$ cat src/rtl/systemizer_pkg.sv
// Shared definitions for the systemizer host: FSM encoding, job status codes
// and helpers that derive memory geometry from the matrix dimensions.
package systemizer_pkg;

    typedef enum logic [2:0] {
        ST_IDLE   = 3'd0,
        ST_LOAD   = 3'd1,
        ST_KICK   = 3'd2,
        ST_WAIT   = 3'd3,
        ST_UNLOAD = 3'd4,
        ST_FIN    = 3'd5
    } state_t;

    localparam logic [1:0] STATUS_OK      = 2'b00;
    localparam logic [1:0] STATUS_FAIL    = 2'b01;
    localparam logic [1:0] STATUS_TIMEOUT = 2'b10;

    // Number of memory words holding an L x K matrix packed N columns per word.
    function automatic int calc_words(input int l, input int k, input int n);
        return (l * k) / n;
    endfunction

    // Address width for a given word count (at least one bit).
    function automatic int calc_aw(input int words);
        return (words > 1) ? $clog2(words) : 1;
    endfunction

endpackage

$ cat src/rtl/systemizer_host_fifo.sv
// Small show-ahead FIFO that absorbs systemizer read latency so the unload
// path can stall on out_ready without dropping words already requested.
module systemizer_host_fifo
    import systemizer_pkg::*;
#(
    parameter  int DW    = 8,
    parameter  int DEPTH = 3,
    localparam int PW    = (DEPTH > 1) ? $clog2(DEPTH) : 1,
    localparam int CW    = $clog2(DEPTH + 1)
) (
    input  logic          clk,
    input  logic          srst,
    input  logic          push,
    input  logic [DW-1:0] push_data,
    input  logic          pop,
    output logic [DW-1:0] pop_data,
    output logic          valid,
    output logic [CW-1:0] count
);

    logic [DW-1:0] mem_reg [DEPTH];
    logic [PW-1:0] wr_ptr_reg;
    logic [PW-1:0] rd_ptr_reg;
    logic [CW-1:0] count_reg;
    logic          do_pop;

    // Upstream credit logic guarantees push never hits a full FIFO.
    assign do_pop = pop && (count_reg != '0);

    function automatic logic [PW-1:0] ptr_inc(input logic [PW-1:0] p);
        return (p == PW'(DEPTH - 1)) ? '0 : p + PW'(1);
    endfunction

    // Per-entry storage; entries are cleared so the head reads zero after reset.
    generate
        for (genvar gi = 0; gi < DEPTH; gi++) begin : g_entry
            always_ff @(posedge clk) begin
                if (srst) begin
                    mem_reg[gi] <= '0;
                end else if (push && (wr_ptr_reg == PW'(gi))) begin
                    mem_reg[gi] <= push_data;
                end
            end
        end
    endgenerate

    // Pointer and occupancy bookkeeping.
    always_ff @(posedge clk) begin
        if (srst) begin
            wr_ptr_reg <= '0;
            rd_ptr_reg <= '0;
            count_reg  <= '0;
        end else begin
            if (push) begin
                wr_ptr_reg <= ptr_inc(wr_ptr_reg);
            end
            if (do_pop) begin
                rd_ptr_reg <= ptr_inc(rd_ptr_reg);
            end
            count_reg <= count_reg + CW'(push) - CW'(do_pop);
        end
    end

    assign pop_data = mem_reg[rd_ptr_reg];
    assign valid    = (count_reg != '0);
    assign count    = count_reg;

endmodule

$ cat src/rtl/systemizer_host.sv
// Host-side initiator: loads a matrix into systemizer memory, kicks the
// systemizer, waits for completion and unloads the result under backpressure.
module systemizer_host
    import systemizer_pkg::*;
#(
    parameter  int N       = 20,
    parameter  int M       = 1,
    parameter  int L       = 200,
    parameter  int K       = 400,
    parameter  int RD_LAT  = 1,
    parameter  int TIMEOUT = 0,
    localparam int DW      = N * M,
    localparam int WORDS   = calc_words(L, K, N),
    localparam int AW      = calc_aw(WORDS)
) (
    input  logic          clk,
    input  logic          rst,
    input  logic          cmd_go,
    input  logic          in_valid,
    output logic          in_ready,
    input  logic [DW-1:0] in_data,
    output logic          out_valid,
    input  logic          out_ready,
    output logic [DW-1:0] out_data,
    output logic          out_last,
    output logic          job_done,
    output logic [1:0]    job_status,
    output logic          busy,
    output logic          sys_start,
    output logic          sys_start_right,
    input  logic          sys_success,
    input  logic          sys_fail,
    output logic          sys_wr_en,
    output logic [AW-1:0] sys_wr_addr,
    output logic [DW-1:0] sys_wr_data,
    output logic          sys_rd_en,
    output logic [AW-1:0] sys_rd_addr,
    input  logic [DW-1:0] sys_rd_data
);

    localparam int DEPTH = RD_LAT + 2;
    localparam int CW    = $clog2(DEPTH + 1);
    localparam int RW    = $clog2(WORDS + 1);
    localparam int TW    = $clog2(TIMEOUT + 2);

    state_t            state_reg, state_next;
    logic [AW-1:0]     wcnt_reg;
    logic              wr_en_reg;
    logic [AW-1:0]     wr_addr_reg;
    logic [DW-1:0]     wr_data_reg;
    logic [RW-1:0]     rcnt_reg;
    logic [RD_LAT-1:0] vld_pipe_reg;
    logic [RD_LAT-1:0] last_pipe_reg;
    logic [TW-1:0]     wait_cnt_reg;
    logic [1:0]        status_reg;

    logic              go_accept;
    logic              in_accept;
    logic              last_accept;
    logic              timeout_hit;
    logic              out_fire;
    logic              rd_go;
    logic [CW-1:0]     fifo_count;
    logic [CW-1:0]     inflight;
    logic [CW:0]       credit_used;
    logic              fifo_valid;
    logic [DW:0]       fifo_head;

    assign go_accept   = (state_reg == ST_IDLE) && cmd_go;
    assign in_accept   = (state_reg == ST_LOAD) && in_valid;
    assign last_accept = in_accept && (wcnt_reg == AW'(WORDS - 1));
    assign timeout_hit = (TIMEOUT != 0) && (wait_cnt_reg == TW'(TIMEOUT - 1));
    assign out_fire    = fifo_valid && out_ready;

    // Reads issued but not yet landed in the FIFO.
    always_comb begin
        inflight = '0;
        for (int i = 0; i < RD_LAT; i++) begin
            inflight = inflight + CW'(vld_pipe_reg[i]);
        end
    end

    assign credit_used = {1'b0, fifo_count} + {1'b0, inflight};

    // FSM state register.
    always_ff @(posedge clk) begin
        if (rst) begin
            state_reg <= ST_IDLE;
        end else begin
            state_reg <= state_next;
        end
    end

    // FSM next-state logic; fail has priority over success in WAIT.
    always_comb begin
        state_next = state_reg;
        case (state_reg)
            ST_IDLE:   if (cmd_go) state_next = ST_LOAD;
            ST_LOAD:   if (last_accept) state_next = ST_KICK;
            ST_KICK:   if (!wr_en_reg) state_next = ST_WAIT;
            ST_WAIT: begin
                if (sys_fail)         state_next = ST_FIN;
                else if (sys_success) state_next = ST_UNLOAD;
                else if (timeout_hit) state_next = ST_FIN;
            end
            ST_UNLOAD: if (out_fire && fifo_head[DW]) state_next = ST_FIN;
            ST_FIN:    state_next = ST_IDLE;
            default:   state_next = ST_IDLE;
        endcase
    end

    // FSM outputs; the start pulse waits until the final write has retired.
    always_comb begin
        in_ready  = (state_reg == ST_LOAD);
        sys_start = (state_reg == ST_KICK) && !wr_en_reg;
        job_done  = (state_reg == ST_FIN);
        busy      = (state_reg != ST_IDLE);
        rd_go     = (state_reg == ST_UNLOAD) && (rcnt_reg < RW'(WORDS)) &&
                    (credit_used < (CW + 1)'(DEPTH));
    end

    // Load path: an accepted word is written one cycle later at address wcnt.
    always_ff @(posedge clk) begin
        if (rst) begin
            wcnt_reg    <= '0;
            wr_en_reg   <= 1'b0;
            wr_addr_reg <= '0;
            wr_data_reg <= '0;
        end else begin
            wr_en_reg <= in_accept;
            if (in_accept) begin
                wr_addr_reg <= wcnt_reg;
                wr_data_reg <= in_data;
            end
            if (go_accept) begin
                wcnt_reg <= '0;
            end else if (in_accept) begin
                wcnt_reg <= wcnt_reg + AW'(1);
            end
        end
    end

    // Read address counter, advanced once per issued read.
    always_ff @(posedge clk) begin
        if (rst || go_accept) begin
            rcnt_reg <= '0;
        end else if (rd_go) begin
            rcnt_reg <= rcnt_reg + RW'(1);
        end
    end

    // Read-latency tracking pipeline: valid flag and last-word tag per stage.
    generate
        for (genvar gi = 0; gi < RD_LAT; gi++) begin : g_rd_pipe
            always_ff @(posedge clk) begin
                if (rst) begin
                    vld_pipe_reg[gi]  <= 1'b0;
                    last_pipe_reg[gi] <= 1'b0;
                end else if (gi == 0) begin
                    vld_pipe_reg[gi]  <= rd_go;
                    last_pipe_reg[gi] <= rd_go && (rcnt_reg == RW'(WORDS - 1));
                end else begin
                    vld_pipe_reg[gi]  <= vld_pipe_reg[(gi == 0) ? 0 : gi - 1];
                    last_pipe_reg[gi] <= last_pipe_reg[(gi == 0) ? 0 : gi - 1];
                end
            end
        end
    endgenerate

    // Cycles spent in WAIT; restarts whenever WAIT is left.
    always_ff @(posedge clk) begin
        if (rst || (state_reg != ST_WAIT)) begin
            wait_cnt_reg <= '0;
        end else begin
            wait_cnt_reg <= wait_cnt_reg + TW'(1);
        end
    end

    // Job status: cleared on a new job, set on fail or timeout, held otherwise.
    always_ff @(posedge clk) begin
        if (rst) begin
            status_reg <= STATUS_OK;
        end else if (go_accept) begin
            status_reg <= STATUS_OK;
        end else if (state_reg == ST_WAIT) begin
            if (sys_fail) begin
                status_reg <= STATUS_FAIL;
            end else if (!sys_success && timeout_hit) begin
                status_reg <= STATUS_TIMEOUT;
            end
        end
    end

    systemizer_host_fifo #(
        .DW    (DW + 1),
        .DEPTH (DEPTH)
    ) u_fifo (
        .clk       (clk),
        .srst      (rst),
        .push      (vld_pipe_reg[RD_LAT-1]),
        .push_data ({last_pipe_reg[RD_LAT-1], sys_rd_data}),
        .pop       (out_fire),
        .pop_data  (fifo_head),
        .valid     (fifo_valid),
        .count     (fifo_count)
    );

    assign out_valid       = fifo_valid;
    assign out_data        = fifo_head[DW-1:0];
    assign out_last        = fifo_head[DW];
    assign job_status      = status_reg;
    assign sys_start_right = 1'b0;
    assign sys_wr_en       = wr_en_reg;
    assign sys_wr_addr     = wr_addr_reg;
    assign sys_wr_data     = wr_data_reg;
    assign sys_rd_en       = rd_go;
    assign sys_rd_addr     = rcnt_reg[AW-1:0];

endmodule
$ cat config.mk
export PLATFORM = sky130hd
export DESIGN_NAME = systemizer_host
export DESIGN_NICKNAME = d
export VERILOG_FILES = /design/src/rtl/systemizer_pkg.sv /design/src/rtl/systemizer_host_fifo.sv /design/src/rtl/systemizer_host.sv
export SDC_FILE = /design/constraint.sdc
export NUM_CORES = 1
export LEC_CHECK = 0
export CELL_PAD_IN_SITES_DETAIL_PLACEMENT = 1
export CELL_PAD_IN_SITES_GLOBAL_PLACEMENT = 2
export CORE_UTILIZATION = 39
export CTS_CLUSTER_SIZE = 20
export DETAILED_ROUTE_END_ITERATION = 7
export DONT_BUFFER_PORTS = 1
export PLACE_DENSITY_LB_ADDON = 0.1
export SYNTH_ARGS = -nofsm -noshare
export SYNTH_HDL_FRONTEND = slang
export SYNTH_HIERARCHICAL = 1
export SYNTH_SLANG_ARGS = --single-unit
$ cat constraint.sdc
create_clock -name clk -period 2.8 [get_ports clk]
set_input_delay 0.7 -clock clk [delete_from_list [all_inputs] [get_ports clk]]
set_output_delay 0.7 -clock clk [all_outputs]
set_load 0.03 [all_outputs]
After elaboration in Yosys (flattened, before gate mapping)
Memory sizes are Yosys's and may differ from the RTL's. A register that Yosys moved wholly into a read port is not among the register bits.
Cells that the tools add are included.

word-level totals
  register bits after elaboration = 69
  memory bits (writable) = 63
  input bits = 47
  output and inout bits = 75
  memories kept = 1

memory list
  name            words  bits a word  read ports  clocked after Yosys merged registers in  wr ports  line                        RTL
  u_fifo.mem_reg  3      21           1           1                                        3         systemizer_host_fifo.sv:21  logic [DW-1:0] mem_reg [DEPTH];

cells by class
  $add $sub $neg = 7
  $lt $le $gt $ge = 2
  eq/ne operators = 15
  muxes and demuxes = 25
  bitwise gates (word level) = 3
  reduce and logical (&&, ||, !) cells = 22

operators with widths
  kind                                                                   number
  21-bit two-way mux                                                     3
  12-bit by 1-bit adder with 12-bit output, second input constant        2
  12-bit equality test, second input constant                            2
  3-bit two-way mux                                                      6
  3-bit case mux with 5 select lines                                     1
  1-bit logical AND                                                      13
  12-bit < comparator, second input constant                             1
  1-bit two-way mux                                                      11
  2-bit two-way mux                                                      4
  3-bit by 2-bit equality test with 1-bit output, second input constant  2
  3-bit equality test, second input constant                             2
  2-bit inequality test, second input constant                           3
  5-bit AND reduction                                                    1
  2-bit by 1-bit adder with 2-bit output, second input constant          2
  2-bit equality test, second input constant                             2
  2-bit by 1-bit adder with 3-bit output                                 1
  3-bit by 1-bit equality test with 1-bit output, second input constant  1
  3-bit logical NOT                                                      1
  3-bit by 2-bit < comparator with 1-bit output, second input constant   1
  3-bit inequality test, second input constant                           1
  1-bit OR                                                               3
  3-bit nonzero test                                                     1
  2-bit by 1-bit adder with 2-bit output                                 1
  2-bit by 1-bit equality test with 1-bit output, second input constant  1
  other kinds (8)                                                        8

Depth between registers and ports, before layout
Gate-level depths: netlist of the first run.

  depth after elaboration = 6
  depth in mapped cells = 8
  gate-level depth less buffers = 7

Hierarchy
The synthesis of the first run kept the hierarchy.

modules (own cells, without submodules)
  module                times used  cells an instance  area an instance (um^2)
  systemizer_host_fifo  1           243                3153.0
  systemizer_host       1           327                2676.3

Worst setup path before layout of the first run
Ideal clock, no wire load.

  path kind = flip-flop to output port
  from = reg vld_pipe_reg
  to = out sys_rd_en
  arrival time = 2.044 ns
  path slack = 0.056 ns
  cell stages (with the launch flop) = 7
  buffers on the path = 1
  cells stage by stage = dfxtp_1 -> ha_1 -> ha_1 -> or4b_4 -> nand2b_1 -> clkbuf_1 -> nor2_1

between the ends
  longest elaborated chain between the ends = 3

RTL lines
  item                                           line                    RTL
  start, declared                                systemizer_host.sv:52   logic [RD_LAT-1:0] vld_pipe_reg;
  start signal, assigned by index                systemizer_host.sv:160  vld_pipe_reg[gi] <= rd_go;
  start signal, assigned by index                systemizer_host.sv:163  vld_pipe_reg[gi] <= vld_pipe_reg[(gi == 0) ? 0 : gi - 1];
  2-bit by 1-bit adder with 3-bit output         systemizer_host.sv:83   assign credit_used = {1'b0, fifo_count} + {1'b0, inflight};
  3-bit by 2-bit < comparator with 1-bit output  systemizer_host.sv:119  (credit_used < (CW + 1)'(DEPTH));
  1-bit logical AND                              systemizer_host.sv:118  rd_go = (state_reg == ST_UNLOAD) && (rcnt_reg < RW'(WORDS)) &&
  end, declared                                  systemizer_host.sv:36   output logic sys_rd_en,

Every way passes these cells.

Worst setup path in the final report of the first run
  from = reg u_fifo.count_reg[0], in the netlist u_fifo/count[0]
  to = out sys_rd_en

between the ends
  longest elaborated chain between the ends = 3

RTL lines
  item                                           line                        RTL
  start, declared                                systemizer_host_fifo.sv:24  logic [CW-1:0] count_reg;
  start signal, assigned                         systemizer_host_fifo.sv:60  count_reg <= count_reg + CW'(push) - CW'(do_pop);
  2-bit by 1-bit adder with 3-bit output         systemizer_host.sv:83
  3-bit by 2-bit < comparator with 1-bit output  systemizer_host.sv:119
  1-bit logical AND                              systemizer_host.sv:118

Every way passes these cells.

==> key figures, run 1 <==
Run status
  – Status: complete, no violations

Drt
  – Routed via count: 4105
  – Initial DRC Count: 150
  – DR vias/cell: 5.190
  – Avg WL per Cell: 17.93 um
  – Routed WL: 14180 um
  – First-pass iteration count of the detailed router: 4
  – ANT nets after route: 0
  – DRC errors left: 0

GRT
  – Vias in the first global route: 4323
  – Initial antenna violation count: 0
  – Grt ovf: 0
  – First-pass GRT wire length: 23100 um
  – Largest net degree at the start of global routing: 59
  – GR Util All Layers: 0.1914

Yosys
  – Simple-Gate Fraction of Synth Area: 0.2340
  – Asr flop ratio synth: 0
  – Mapped cell area: 5829 um^2
  – Post-synthesis cell type count: 59
  – Main combinational cell family by area after synthesis: simple AND/OR/NAND/NOR gates
  – Sequential area share after synthesis: 0.5684
  – Ys flop type: dfxtp_1
  – Synthesized flop and latch total: 134
  – Adder-cell share of the synthesized area: 0.01073
  – Warnings from Yosys: 6
  – Post-synth EDFFs: 63
  – Synth Area per Inst: 10.23 um^2
  – Xor-xnor portion of the synthesized cell area: 0.01653
  – Compound-Gate Fraction of Synth Area: 0.09036
  – Mux cell area share after synthesis: 0.04529
  – Cells after synthesis: 570

Clock network
  – Clock buffer count from CTS: 17
  – Clock-pin transition on the worst setup and hold timing paths: 0.06 ns
  – Worst skew pair latency: 0.42 ns
  – TritonCTS clock tree: yes
  – Setup Buffers After CTS: 0
  – Clk root buf: clkbuf_16
  – H-tree depth: 4
  – CTS Sinks: 134
  – Clk buf depth: 2

STA
  – Max-slew violations: 0
  – Clock skew: 0.006905 ns
  – RSZ-0062 raised after global routing: no
  – Hold slack: 0.3499 ns
  – Fin crit share: 0.9796
  – Worst setup slack after layout: 0.05719 ns
  – Final setup vio count: 0
  – Final Hold Vio Count: 0
  – Worst rel slew slack: 0.5058
  – FMAX: 364.6 MHz
  – Final min period: 2.743 ns
  – Least-Margin Pin Slew: 0.7364 ns
  – Setup_tns: 0 ns

Cells and area
  – Nets: 646
  – Ant. Diodes: 0
  – Synthesis-to-finish area growth: 17.75%
  – Fillers: 1592
  – Final design utilization: 0.4723
  – Layout cells sized above 1: 0.1516
  – Layout Cells excl Fill: 791
  – Largest register FFs: 63

Die
  – Initial cell density of the core: 0.4011
  – Top-Level Pins: 122
  – Die W: 124.3 um
  – Num rows: 44
  – Core box area: 14530 um^2
  – Die area: 15440 um^2
  – Die height: 124.3 um

Placed design
  – Placed insts: 759
  – RD Place Congestion: 0.8017
  – Post-place setup slack: 0.1872 ns
  – Buffers on Ports: 0
  – Post-DP HPWL: 9455 um

Worst setup path
  – Critical path class: reg -> out
  – Startpoint types: flip-flop
  – Data arrival, critical path: 2.04 ns
  – Worst EP required: 2.10 ns
  – Reg-to-reg startpoint: u_fifo/count[0]
  – CP max stage cell: or4b_4
  – Slowest cell delay on critical path: 0.50 ns
  – Crit Path Max Fanout: 5
  – Cell breakdown of the critical path: ha_1 > ha_1 > or4b_4 > nand2b_4 > nor2_4 > buf_6
  – CP most frequent cell: ha_1
  – CP endpoint kind: output port
  – Worst Setup SP: u_fifo/count[0]

Min path
  – Hold Path Origin: rst
  – Hold crit path type: in -> reg

Job
  – Max Cap Viol: 0

Power and ir drop
  – Leak pwr: 2.435 nW
  – PwrDens: 675.4 nW/um^2
  – Peak VDD IR: 0.4224 mV
-- metrics by stage --
| step | power, mW | instance area, um^2 |
|---|---|---|
| after floorplan | 2.315 | 5833 |
| after global placement | 2.369 | 6230 |
| after detailed placement | 2.375 | 6230 |
| after CTS | 4.683 | 6850 |
| after global routing | 4.789 | 6864 |
| final | 4.636 | 6864 |
-- final cells by class --
type / count / area, um^2 / share of cell area
clock buffer: 17 / 425.4 / 0.06198
clock inverter: 15 / 186.4 / 0.02716
inverter: 4 / 15.01 / 0.002187
multi-input combinational: 394 / 2364 / 0.3443
sequential: 134 / 3317 / 0.4832
tap: 184 / 230.2 / 0.03354
timing repair buffer: 43 / 326.6 / 0.04758
-- per-layer routing --
layer | GRT usage | part of all wire | wire length [um]
met1 | 0.2237 | 0.43 | 6128
met2 | 0.3305 | 0.51 | 7168
met3 | 0.05369 | 0.048 | 687
met4 | 0.07442 | 0.014 | 199
met5 | 0 | 0 | 0
-- cell usage in the layout (no fill, tap or decap), types with 3 or more instances in the layout --
cell,n
inv_1,4
o21ai_1,3
nor2_1,24
edfxtp_1,63
clkbuf_16,17
mux2_2,3
nand3_1,9
nand4_1,9
clkinv_1,3
ha_1,5
nor3_1,5
nand2_1,99
mux2i_1,23
or3_1,6
and2_1,65
xor2_1,5
clkinv_2,3
o31ai_1,5
nand2b_1,4
a21oi_1,46
nor4_1,5
buf_4,42
or4_1,5
clkinvlp_4,3
dfxtp_1,70
xnor2_1,6
bufinv_16,4
o21ai_0,22
nor2b_1,3
-- critical path: cells and delay by family, from the launching register on --
kind | cells | cell delay (ns)
AND/OR/NAND/NOR | 3 | 0.78
flip-flops | 1 | 0.36
adder cells (fa/ha/maj) | 2 | 0.36
buffers and inverters | 1 | 0.13
-- power breakdown --
| group | internal [mW] | switching (mW) | leakage [nW] |
|---|---|---|---|
| registers | 2.09 | 0.0507 | 1.23 |
| logic | 0.0581 | 0.128 | 0.913 |
| clock network | 1.48 | 0.832 | 0.291 |
-- cell families after synthesis --
group / count (synthesis)
simple gates: 258
flops: 134
compound gates: 92
buf+inv: 43
mux: 26
xor+xnor: 11
fa+ha+maj: 5
other cells: 1
-- timing repair --
action	CTS	global route
resized for setup	2	4
pin swaps	0	0
endpoints found under the hold margin	0	0
setup endpoints to repair	1	1
hold buffers	0	0
-- cell usage after synthesis (2+ instances only) --
cell | instances | area (um^2)
dfxtp_1 | 71 | 1421
nand4_1 | 9 | 56.30
o21ai_0 | 22 | 110.1
xor2_1 | 5 | 43.79
a31oi_1 | 2 | 12.51
o21bai_1 | 2 | 15.01
o31ai_1 | 5 | 37.54
inv_1 | 4 | 15.01
edfxtp_1 | 63 | 1892
clkbuf_1 | 24 | 90.09
and2_1 | 65 | 406.6
mux2_2 | 3 | 33.78
buf_4 | 4 | 30.03
nor2_1 | 25 | 93.84
xnor2_1 | 6 | 52.55
nand2b_1 | 5 | 31.28
nand3_1 | 9 | 45.04
mux2i_1 | 23 | 230.2
buf_1 | 3 | 11.26
or4_1 | 5 | 37.54
nor3_1 | 5 | 25.02
nor4_1 | 5 | 31.28
nor3_2 | 2 | 20.02
nor2b_1 | 3 | 18.77
or3_1 | 6 | 37.54
nor4b_1 | 2 | 17.52
ha_1 | 5 | 62.56
or2_2 | 2 | 12.51
o21ai_1 | 3 | 15.01
buf_2 | 5 | 25.02
nand3b_1 | 2 | 15.01
nand2_1 | 99 | 371.6
and4_1 | 2 | 17.52
buf_6 | 2 | 22.52
o41ai_1 | 2 | 17.52
o311ai_0 | 2 | 17.52
a21oi_1 | 46 | 230.2
-- final timing paths --
check	end	slack [ns]	cells past startpoint
setup / recovery	sys_rd_en	0.06	6
hold / removal	u_fifo/rd_ptr_reg[0]	0.35	1
setup reg to reg	sys_rd_addr[8]	0.21	6
hold reg to reg	sys_wr_addr[11]	0.49	2
Power figures use the tool's default switching activity.
==> inputs of run 2 (changes only) <==
==> constraint.sdc (replaced) <==
create_clock -name clk -period 2.6 [get_ports clk]
set_input_delay 0.65 -clock clk [delete_from_list [all_inputs] [get_ports clk]]
set_output_delay 0.65 -clock clk [all_outputs]
set_load 0.03 [all_outputs]
==> run 2 against run 1 <==
Effect of this change: sequential share of layout area decreased by 0.38 points; via count is 3.8% higher; final cell count rose by 0.63%; critical path depth unchanged; die area stayed put; wire length unchanged; hold slack worse by 0.037 ns; design area up 0.75%; setup slack worse by 0.053 ns; combinational power up 8%; sequential power increased by 8%; critical endpoint unchanged; largest cell class unchanged; largest power group unchanged; highest routed layer unchanged.
==> key figures, run 2 (same netlist as run 1, synthesis figures left out) <==
GRT
  – Initial antenna violation count: 0
  – Largest net degree at the start of global routing: 59
  – Vias in the first global route: 4418
  – Grt ovf: 0
  – GR Util All Layers: 0.1924
  – First-pass GRT wire length: 23210 um

Worst setup path
  – R2R Setup Slk: 0.09 ns
  – Critical path class: reg -> out
  – Startpoint types: flip-flop
  – CP max stage cell: or4b_4
  – Crit Path Max Fanout: 3
  – Cell breakdown of the critical path: ha_4 > ha_4 > or4b_4 > nand2b_4 > nor2_4 > buf_6
  – Worst reg2reg path depth: 6
  – CP endpoint: sys_rd_en
  – CP most frequent cell: ha_4
  – Slowest cell delay on critical path: 0.50 ns
  – Reg-to-reg startpoint: vld_pipe_reg
  – Data arrival, critical path: 1.95 ns
  – Reg-to-reg endpoint: sys_rd_addr[8]
  – Worst Setup SP: vld_pipe_reg
  – Worst EP required: 1.95 ns
  – CP endpoint kind: output port

Power and ir drop
  – PwrDens: 708.1 nW/um^2
  – Tot Pwr: 4.896 mW
  – Leak pwr: 2.445 nW
  – Peak VDD IR: 0.4076 mV

Clock network
  – Clock buffer count from CTS: 17
  – Clock-pin transition on the worst setup and hold timing paths: 0.06 ns
  – Worst skew pair latency: 0.41 ns
  – TritonCTS clock tree: yes
  – CTS Sinks: 134
  – Clk buf depth: 2
  – H-tree depth: 4
  – Clk root buf: clkbuf_16
  – # hold bufs at CTS: 0

STA
  – RSZ-0062 raised after global routing: yes
  – FMAX: 385.3 MHz
  – Final min period: 2.596 ns
  – Fin crit share: 0.9983
  – Final Hold Vio Count: 0
  – Setup_tns: 0 ns
  – Clock skew: 0.005794 ns
  – Max-slew violations: 0
  – Final setup vio count: 0
  – Worst rel slew slack: 0.5139
  – Worst setup slack after layout: 0.004378 ns
  – Least-Margin Pin Slew: 0.7242 ns

Die
  – Die W: 124.3 um
  – Top-Level Pins: 122
  – Num rows: 44
  – Die area: 15440 um^2
  – Initial cell density of the core: 0.4011
  – Die height: 124.3 um
  – Core box area: 14530 um^2

Cells and area
  – Most common cell after layout, fill and taps aside: nand2_1
  – Multi-input logic area: 2389 um^2
  – Fillers: 1597
  – Layout cells sized above 1: 0.1634
  – Largest register FFs: 63
  – Ant. Diodes: 0
  – Most frequent cells in the layout: 99 x nand2_1, 69 x dfxtp_1, 65 x and2_1
  – Synthesis-to-finish area growth: 18.63%
  – Nets: 651
  – Sequential cell area: 3316 um^2

Min path
  – Hold crit path type: in -> reg
  – Hold Path Origin: rst

Drt
  – Initial DRC Count: 168
  – Avg WL per Cell: 17.82 um
  – ANT nets after route: 0
  – Routed WL: 14180 um
  – Routed via count: 4260
  – DR vias/cell: 5.352
  – First-pass iteration count of the detailed router: 4
  – DRC errors left: 0

Run status
  – Status: complete, no violations

Placed design
  – Post-DP HPWL: 9344 um
  – Buffers on Ports: 0
  – RD Place Congestion: 0.7659
  – Post-place setup slack: 0.06977 ns

Job
  – Max Cap Viol: 0
run 2: layer usage:
layer,up-vias,track usage,wire length [um]
met3,21,0.06100,746
met1,2100,0.2221,5870
met4,0,0.07654,274
met2,84,0.3292,7293
li1,2055,-,-
met5,-,0,0
run 2: area by class of cell:
class,count,area share
clock buffers,19,0.06260
clock inverters,13,0.02262
inverters,4,0.002171
multi-input cells,394,0.3454
flip-flops and latches,134,0.4795
well taps,184,0.03329
repair buffers,48,0.05446
run 2: how the worst min path moves through the flow:
stage / depth (start not counted) / endpoint
floorplan: 2 / sys_wr_addr[10]
global placement: 2 / u_fifo/rd_ptr_reg[1]
detailed placement: 2 / flip-flop
CTS: 1 / flip-flop
global route: 1 / u_fifo/rd_ptr_reg[1]
finish: 1 / flip-flop
run 2: power breakdown:
part	total, mW	internal (mW)	switching (mW)
Clock	2.39	1.50	0.886
Sequential	2.31	2.25	0.0551
Combinational	0.201	0.0626	0.138
run 2: what timing repair did:
action                                  in CTS  in global routing
endpoints found under the setup margin       1                  3
gates resized for setup                      9                  0
cloned                                       0                  0
buffers inserted                             1                  0
pin swaps                                    3                  1
run 2: through the flow:
step | instances | area (um^2) | util | hold WS, ns
final | 796 | 6915 | 0.4758 | 0.3128
after global routing | 796 | 6915 | 0.4758 | 0.2838
after CTS | 796 | 6915 | 0.4758 | 0.2861
after detailed placement | 763 | 6275 | 0.4317 | 0.4816
after global placement | 763 | 6275 | 0.4317 | 0.4687
after floorplan | 571 | 5836 | - | 0.4573
run 2: critical path, delay by kind of cell (launching register included):
family        cells  cell delay [ns]
flops             1             0.33
simple gates      3             0.76
fa+ha+maj         2             0.30
buf+inv           1             0.13
==> inputs of run 3 (changes only) <==
--- a/config.mk
+++ b/config.mk
@@ -7,10 +7,11 @@
 export LEC_CHECK = 0
 export CELL_PAD_IN_SITES_DETAIL_PLACEMENT = 1
 export CELL_PAD_IN_SITES_GLOBAL_PLACEMENT = 2
-export CORE_UTILIZATION = 39
+export CORE_UTILIZATION = 42
 export CTS_CLUSTER_SIZE = 20
 export DETAILED_ROUTE_END_ITERATION = 7
 export DONT_BUFFER_PORTS = 1
+export MAX_ROUTING_LAYER = met4
 export PLACE_DENSITY_LB_ADDON = 0.1
 export SYNTH_ARGS = -nofsm -noshare
 export SYNTH_HDL_FRONTEND = slang
==> constraint.sdc (replaced) <==
create_clock -name clk -period 3.34 [get_ports clk]
set_input_delay 0.835 -clock clk [delete_from_list [all_inputs] [get_ports clk]]
set_output_delay 0.835 -clock clk [all_outputs]
set_load 0.03 [all_outputs]
==> run 3 against run 2 <==
Effect of this change: register-to-register slack improved by 0.53 ns; flip-flop and latch count stayed put; clock power is 26% lower; clock-buffer cell count fell by 2; sequential power decreased by 22%; critical path depth unchanged; wire length down 5.1%; setup slack better by 0.27 ns; clock skew increased by 0.0012 ns; combinational power decreased by 29%; critical path type unchanged; largest cell class unchanged.
==> key figures, run 3 (same netlist as run 1, synthesis figures left out) <==
STA
  – Final setup vio count: 0
  – Worst rel slew slack: 0.4543
  – RSZ-0062 raised after global routing: no
  – Setup_tns: 0 ns
  – Max-slew violations: 0
  – Final min period: 3.067 ns
  – Clock skew: 0.006991 ns
  – Least-Margin Pin Slew: 0.8176 ns
  – Fin crit share: 0.9183
  – FMAX: 326.0 MHz
  – Hold slack: 0.4892 ns
  – Final Hold Vio Count: 0

Worst setup path
  – Startpoint types: flip-flop
  – Data arrival, critical path: 2.23 ns
  – CP delay by family, top: simple AND/OR/NAND/NOR gates
  – Slowest cell delay on critical path: 0.50 ns
  – CP max stage cell: or4b_4
  – R2R Setup Slk: 0.62 ns
  – Critical path class: reg -> out
  – Worst path bufs/invs: 1
  – Cell breakdown of the critical path: ha_1 > ha_1 > or4b_4 > nand2b_1 > nor2_1 > buf_4
  – Worst EP required: 2.50 ns
  – Crit Path Max Fanout: 7
  – CP endpoint kind: output port
  – CP most frequent cell: ha_1

Cells and area
  – Layout Cells excl Fill: 771
  – Largest register FFs: 63
  – Most common cell after layout, fill and taps aside: nand2_1
  – Final design utilization: 0.4991
  – Synthesis-to-finish area growth: 14.72%
  – Ant. Diodes: 0
  – Most frequent cells in the layout: 99 x nand2_1, 71 x dfxtp_1, 65 x and2_1
  – Layout cells sized above 1: 0.1277
  – Post-layout instance area: 6688 um^2
  – Nets: 634

Die
  – Die area: 14350 um^2
  – Top-Level Pins: 122
  – Die W: 119.8 um
  – Num rows: 42
  – Die height: 119.8 um
  – Core box area: 13400 um^2
  – Initial cell density of the core: 0.4350

GRT
  – Vias in the first global route: 4274
  – Grt ovf: 0
  – Met3 Usage GRT: 0.06084
  – Met2 Use GR: 0.3450
  – Initial antenna violation count: 0
  – First-pass GRT wire length: 21710 um
  – Largest net degree at the start of global routing: 59
  – GR Util All Layers: 0.2023
  – Top Usage Layer GRT: met2
  – Routing usage on met1: 0.2199

Clock network
  – CTS Sinks: 134
  – Clk buf depth: 2
  – Post-cts sizing count: 0
  – TritonCTS clock tree: yes
  – Clock-pin transition on the worst setup and hold timing paths: 0.06 ns
  – Clk root buf: clkbuf_16
  – Setup Buffers After CTS: 0
  – H-tree depth: 4
  – Clock buffer count from CTS: 17
  – Worst skew pair latency: 0.42 ns
  – # hold bufs at CTS: 0

Drt
  – DRC errors left: 0
  – Routed WL: 13460 um
  – First-pass iteration count of the detailed router: 4
  – DR vias/cell: 5.379
  – Avg WL per Cell: 17.46 um
  – Routed via count: 4147
  – ANT nets after route: 0
  – Initial DRC Count: 155

Power and ir drop
  – Sequential Power Share: 0.484
  – PwrDens: 556.6 nW/um^2
  – Internal power: 2.882 mW
  – Clock network power share: 0.478
  – Peak VDD IR: 0.2737 mV
  – Combinational share of power: 0.038
  – Leak pwr: 2.344 nW
  – Switch Pwr: 0.8399 mW
  – Switch share: 0.2256

Placed design
  – Placed insts: 739
  – Buffers on Ports: 0
  – Post-DP HPWL: 8713 um
  – Placed cell areas: 6125 um^2
  – RD Place Congestion: 0.7598

Run status
  – Status: complete, no violations

Job
  – Max Cap Viol: 0

Min path
  – Hold crit path type: reg -> reg
==> run 3: changes by cell type in the layout (fill, tap and decap cells not counted), sizes merged <==
cell / before / now
buf: 48 / 31
bufinv: 3 / 2
clkbuf: 19 / 17
clkinv: 5 / 10
clkinvlp: 4 / 2
==> run 3: stage by stage <==
step           power (mW)  worst slack [ns]
2_1_floorplan       1.941            0.4610
3_3_place_gp        1.977            0.7328
3_5_place_dp        1.981            0.6598
4_1_cts             3.759            0.2459
5_1_grt             3.849            0.1830
6_report            3.722            0.2728
==> run 3: power groups by stage <==
stage	registers, mW	logic [mW]	clock network [mW]
2_1_floorplan	1.83	0.114	0
3_3_place_gp	1.83	0.143	0
3_5_place_dp	1.84	0.145	0
4_1_cts	1.80	0.146	1.81
5_1_grt	1.80	0.158	1.89
6_report	1.80	0.143	1.78
==> run 3: path summary, 6_finish.rpt <==
kind         cells after the start    startpoint         endpoint
min                              2  wcnt_reg[11]  sys_wr_addr[11]
max                              6  vld_pipe_reg        sys_rd_en
min reg2reg                      2  wcnt_reg[11]  sys_wr_addr[11]
max reg2reg                      6  vld_pipe_reg   sys_rd_addr[8]
==> run 3: worst min-delay path, cell delays in order, from the launching register on <==
cell	delay [ns]
dfxtp_1	0.33
nand2_1	0.07
a21oi_1	0.05
==> run 3: routing by layer <==
layer / part of all wire / vias to the layer above
li1: - / 2022
met1: 0.41 / 2028
met2: 0.52 / 85
met3: 0.056 / 12
met4: 0.014 / 0
met5: 0 / -
==> run 3: final cells by class <==
class                           count  area [um^2]
Clock buffer                       17        425.4
Clock inverter                     15        137.6
Fill cell                        1471         6713
Inverter                            4        15.01
Multi-Input combinational cell    394         2344
Sequential cell                   134         3313
Tap cell                          176        220.2
Timing Repair Buffer               31        232.7
